File: src/rtl/key_expansion_ctrl.sv
// AES-128 key schedule sequencer: expands key_in into round keys 0..NUM_ROUNDS, one word per cycle.
// Latency: start -> first rk_valid 1 cycle; accept -> next rk_valid 5 cycles; done 1 cycle after last accept.
// Backpressure: round key held stable on rk_valid until rk_ready; no expansion work proceeds while stalled.
//
// Ports:
//   clk, rst          rising-edge clock, asynchronous active-high reset
//   start, abort      begin expansion (IDLE only) / return to IDLE next cycle (wins over everything)
//   key_in[127:0]     cipher key, word0 = [127:96] .. word3 = [31:0]
//   rk_ready          consumer accepts round_key this cycle
//   rk_valid          round_key/round_num valid (PRESENT only)
//   round_key[127:0]  current round key, same word order as key_in
//   round_num[3:0]    index of round_key, 0..NUM_ROUNDS
//   busy, done        not-IDLE flag / one-cycle pulse after the last round key is accepted
module key_expansion_ctrl #(
  parameter int NUM_ROUNDS = 10
) (
  input  logic         clk,
  input  logic         rst,
  input  logic         start,
  input  logic         abort,
  input  logic [127:0] key_in,
  input  logic         rk_ready,
  output logic         rk_valid,
  output logic [127:0] round_key,
  output logic [3:0]   round_num,
  output logic         busy,
  output logic         done
);

  typedef enum logic [1:0] {
    IDLE    = 2'd0,
    PRESENT = 2'd1,
    EXPAND  = 2'd2,
    FINISH  = 2'd3
  } state_t;

  localparam logic [3:0] LAST_ROUND = 4'(NUM_ROUNDS);

  // AES S-box, entry 0x00 in the most significant byte.
  localparam logic [2047:0] SBOX_TBL = {
    128'h637c777bf26b6fc53001672bfed7ab76,
    128'hca82c97dfa5947f0add4a2af9ca472c0,
    128'hb7fd9326363ff7cc34a5e5f171d83115,
    128'h04c723c31896059a071280e2eb27b275,
    128'h09832c1a1b6e5aa0523bd6b329e32f84,
    128'h53d100ed20fcb15b6acbbe394a4c58cf,
    128'hd0efaafb434d338545f9027f503c9fa8,
    128'h51a3408f929d38f5bcb6da2110fff3d2,
    128'hcd0c13ec5f974417c4a77e3d645d1973,
    128'h60814fdc222a908846eeb814de5e0bdb,
    128'he0323a0a4906245cc2d3ac629195e479,
    128'he7c8376d8dd54ea96c56f4ea657aae08,
    128'hba78252e1ca6b4c6e8dd741f4bbd8b8a,
    128'h703eb5664803f60e613557b986c11d9e,
    128'he1f8981169d98e949b1e87e9ce5528df,
    128'h8ca1890dbfe6426841992d0fb054bb16
  };

  // Byte b lives at bits [2047-8b -: 8]; {~b,3'b111} is exactly 2047-8b.
  function automatic logic [7:0] sbox(input logic [7:0] b);
    return SBOX_TBL[{~b, 3'b111} -: 8];
  endfunction

  // Multiply by x in GF(2^8) with the AES polynomial.
  function automatic logic [7:0] xtime(input logic [7:0] v);
    return {v[6:0], 1'b0} ^ (v[7] ? 8'h1B : 8'h00);
  endfunction

  state_t      state;
  state_t      state_nxt;
  logic [31:0] w [4];       // key_reg, w[0] is the most significant word
  logic [7:0]  rcon;
  logic [1:0]  widx;
  logic [31:0] g_rot;
  logic [31:0] g_out;

  // operationG: the single RotWord/SubWord/rcon instance, always fed from w3.
  // Its result only matters on the widx==0 step of EXPAND.
  always_comb begin
    g_rot = {w[3][23:0], w[3][31:24]};
    g_out = {sbox(g_rot[31:24]) ^ rcon,
             sbox(g_rot[23:16]),
             sbox(g_rot[15:8]),
             sbox(g_rot[7:0])};
  end

  // State register.
  always_ff @(posedge clk or posedge rst) begin
    if (rst) begin
      state <= IDLE;
    end else begin
      state <= state_nxt;
    end
  end

  // Next-state logic. abort overrides every other condition outside IDLE,
  // and also suppresses start when both arrive together in IDLE.
  always_comb begin
    state_nxt = state;
    case (state)
      IDLE: begin
        if (start && !abort) begin
          state_nxt = PRESENT;
        end
      end
      PRESENT: begin
        if (abort) begin
          state_nxt = IDLE;
        end else if (rk_ready) begin
          state_nxt = (round_num == LAST_ROUND) ? FINISH : EXPAND;
        end
      end
      EXPAND: begin
        if (abort) begin
          state_nxt = IDLE;
        end else if (widx == 2'd3) begin
          state_nxt = PRESENT;
        end
      end
      FINISH: begin
        state_nxt = IDLE;
      end
      default: begin
        state_nxt = IDLE;
      end
    endcase
  end

  // Output decode.
  always_comb begin
    rk_valid = (state == PRESENT);
    busy     = (state != IDLE);
    done     = (state == FINISH);
  end

  assign round_key = {w[0], w[1], w[2], w[3]};

  // Key register, round counter, rcon and word index. The key is updated in
  // place, so each XOR step already sees the word written on the cycle before.
  always_ff @(posedge clk or posedge rst) begin
    if (rst) begin
      for (int i = 0; i < 4; i++) begin
        w[i] <= 32'h0;
      end
      round_num <= 4'd0;
      rcon      <= 8'h01;
      widx      <= 2'd0;
    end else if (abort && (state != IDLE)) begin
      rcon <= 8'h01;
      widx <= 2'd0;
    end else begin
      case (state)
        IDLE: begin
          if (start && !abort) begin
            w[0]      <= key_in[127:96];
            w[1]      <= key_in[95:64];
            w[2]      <= key_in[63:32];
            w[3]      <= key_in[31:0];
            round_num <= 4'd0;
            rcon      <= 8'h01;
          end
        end
        PRESENT: begin
          if (rk_ready) begin
            widx <= 2'd0;
          end
        end
        EXPAND: begin
          case (widx)
            2'd0:    w[0] <= w[0] ^ g_out;
            2'd1:    w[1] <= w[1] ^ w[0];
            2'd2:    w[2] <= w[2] ^ w[1];
            default: w[3] <= w[3] ^ w[2];
          endcase
          widx <= widx + 2'd1;
          if (widx == 2'd3) begin
            round_num <= round_num + 4'd1;
            rcon      <= xtime(rcon);
          end
        end
        default: begin
        end
      endcase
    end
  end

endmodule
File: config.mk
export PLATFORM = sky130hd
export DESIGN_NAME = key_expansion_ctrl
export DESIGN_NICKNAME = d
export VERILOG_FILES = /design/src/rtl/key_expansion_ctrl.sv
export SDC_FILE = /design/constraint.sdc
export NUM_CORES = 1
export LEC_CHECK = 0
export BUFFER_PORTS_ARGS = -buffer_cell sky130_fd_sc_hd__buf_2
export CAP_MARGIN = 30
export CELL_PAD_IN_SITES_DETAIL_PLACEMENT = 1
export CELL_PAD_IN_SITES_GLOBAL_PLACEMENT = 2
export CORE_MARGIN = 3
export CORE_UTILIZATION = 30
export DETAILED_ROUTE_END_ITERATION = 10
export PLACE_DENSITY = 0.81
export SETUP_SLACK_MARGIN = 0.2
export SYNTH_ARGS = -nofsm -noshare
export SYNTH_HDL_FRONTEND = slang
export SYNTH_SLANG_ARGS = --single-unit
export TNS_END_PERCENT = 20
File: constraint.sdc
create_clock -name clk -period 4.8 [get_ports clk]
set_input_delay 0.24 -clock clk [delete_from_list [all_inputs] [get_ports clk]]
set_output_delay 0.24 -clock clk [all_outputs]
set_load 0.01 [all_outputs]
==> qor.csv <==
metric,value,unit
status,finished clean,
die-area,73900,µm²
ys_seq_elements,144,
postSynthAreaPerCell,6.83,µm²
report.final.slew_viol_count,0,
holdPathStages,3,
intPower,0.00498,W
grt_usage,29.9,%
min_period,3.72,ns
dieWidth,272,µm
crit_family,simple AND/OR/NAND/NOR gates,
p_switching,0.00686,W
synthFlopType,dfrtp_1,
place_ws,1.17,ns
power.leakage,9.26,nW
ant_nets,0,
worstRegToRegCells,10,
max_cap_violations,0,
fillers,8744,
worst-path-max-fanout,41,
wire_per_inst,28.1,µm
r2r_start,round_key[17],
slowest_delay,0.61,ns
io_buffers,267,
place.gp.congestion,0.996,
numClockSinks,144,
synth.distinct_cells,94,
postLayoutCoreUtil,34.0,%
io_pins,268,
fmax,269,MHz
hp-start,key_in[38],
relSlewSlack,32.8,%
nets,3327,
cp.buffers_inverters,1,
cp.arrival,4.09,ns
fin_cells,4081,
antenna_found_initial,12,
overflow,0,
die_y,272,µm
post_cts_resized,0,
cp.required,5.17,ns
swShare,57.9,%
postCtsSetupBuffers,0,
min_path_type,primary input to flip-flop,
core,69300,µm²
totalWireLength,115000,µm
hold_ws,0.0297,ns
setup_ws,1.08,ns
cpMaxStageDelayCell,nor2b_1,
worst_setup_path_end_kind,flip-flop,
rsz0062_at_grt,false,
syn_inst,3103,
postCtsHoldBufs,5,
cts_root_buffer,clkbuf_16,
cts_buffers,17,
drt_iter0_markers,3868,
num_vias,26565,
dp_cells,4035,
power_density,502,nW/µm²
grt_pass1_wl,171000,µm
worstSkewPairLatency,0.51,ns
sequentialPowerShare,18.7,%
final.setup.tns,0,ns
ys_seq_area_share,17.0,%
p_clk_share,12.3,%
cts_max_level,4,
startpoint,round_key[17],
clk_pin_slew_worst_paths,0.08,ns
syn-num-nets,3302,
synth-edff-count,0,
synthArstFlopShare,100,%
cts_tree,done,
hold_viol_final,0,
fin_crit_sh,77.6,%
yosys_warnings,0,
vdd_ir_drop_max,0.000188,V
num_rows,96,
clk_path_buf_depth,2,
dp.final_hpwl,81500,µm
tightestPinTransition,1.01,ns
grt_max_degree,147,
drt_pass1_iterations,6,
drt-vias-per-instance,6.51,
worstSetupStartpointType,flip-flop,
synth_area,21200,µm²
drive_above_1_share,15.3,%
initial_core_util,30.6,%
crit_cells,10,
finalClockSkew,0.0213,ns
crit_type,flip-flop to flip-flop,
comb_power_share,69.0,%
drcViolationCount,0,
crit_chain,buf_4 -> ha_1 -> nor2b_1 -> a21oi_1 -> a221oi_1 -> nor4_1 -> nor4_1 -> xor2_1 -> a21oi_1 -> a2bb2oi_1,
grt_pass1_vias,25293,
finalSetupViolCount,0,
layout-area-overhead-vs-synth,11.3,%
## cell usage after synthesis (all sizes together) (64+ instances only)
cell      n  area, µm²
buf     153        792
a31oi    64        400
dfrtp   143       3580
nor2b    72        453
a21oi   242       1210
a22oi    73        548
nor2    340       1280
ha       66        826
o21ai   383       1920
nand3   125        626
nand2   246        926
clkbuf  193        726
nor3     96        480
nand2b   97        609
## worst register-to-register path, cell delays in order, from the launching register on
cell and delay [ns]:
dfrtp_1 0.35, buf_4 0.42, ha_1 0.60, nor2b_1 0.62, a21oi_1 0.15, a221oi_1 0.40
nor4_1 0.09, nor4_1 0.48, xor2_1 0.24, a21oi_1 0.09, a2bb2oi_1 0.16
## worst paths after layout
path	end	slack (ns)
max	round_key[125]	1.08
min	round_key[38]	0.03
max reg2reg	round_key[125]	1.08
min reg2reg	rcon[0]	0.53
max in group asynchronous	round_key[3]	3.41
min in group asynchronous	round_key[92]	0.39
## stage by stage
step	power, W	cell area, µm²
CTS	0.0116	23600
detailed placement	0.0101	22900
finish	0.0118	23600
global placement	0.0101	22900
floorplan	0.00725	21200
global route	0.0125	23600
## layout make-up
class                           instances  area [µm²]  area share [%]
Inverter                               62         238            1.01
Timing Repair Buffer                  352        2040            8.65
Multi-Input combinational cell       2551       15900            67.4
Tap cell                              931        1160            4.94
Clock inverter                         15         164           0.695
Sequential cell                       144        3640            15.4
Clock buffer                           17         425            1.80
Antenna cell                            9        22.5          0.0955
## registers in the layout (all words and copies together) (netlist names)
name,count
state,2
round_num,4
rcon,8
round_key,128
widx,2
## power groups by stage
stage	Clock, W	Sequential, W	Combinational [W]
after floorplan	0	0.00190	0.00535
after global placement	0	0.00221	0.00788
after detailed placement	0	0.00222	0.00786
after CTS	0.00149	0.00220	0.00790
after global routing	0.00153	0.00227	0.00868
final	0.00145	0.00221	0.00817
## logic make-up after synthesis
group,count (synthesis),share of synthesized area [%]
AO/OA/AOI/OAI,1250,38.5
AND/OR/NAND/NOR,1144,26.0
multiplexers,69,5.45
adder cells (fa/ha/maj),67,3.94
flip-flops,144,17.0
buffers and inverters,408,8.26
XOR/XNOR,21,0.867
## layout by cell type (no fill, tap or decap), types with 16 or more instances in the layout
master / instances
nor3b_1: 18
buf_2: 267
and2_1: 34
o21a_1: 19
o21ai_0: 377
a221oi_1: 20
a311oi_1: 34
and3_1: 19
inv_1: 54
a31oi_1: 64
buf_4: 75
o311ai_0: 31
o211ai_1: 47
nand4_1: 17
a22oi_1: 73
nor2b_1: 70
a21oi_1: 239
clkbuf_16: 17
nand3_1: 125
nor2_1: 339
or3_1: 18
a211oi_1: 52
dfrtp_1: 128
nand2b_1: 95
a21o_1: 16
nor3_1: 96
o22ai_1: 28
o31ai_1: 31
mux4_2: 36
a2111oi_0: 21
mux2i_1: 22
nand2_1: 241
a211o_1: 16
ha_1: 66
## metal layers
| metal | track usage (%) | routed length [µm] |
|---|---|---|
| met1 | 40.6 | 48200 |
| met2 | 44.0 | 49200 |
| met3 | 7.86 | 12100 |
| met4 | 13.8 | 5320 |
| met5 | 0 | 13 |
Power figures use the tool's default switching activity.
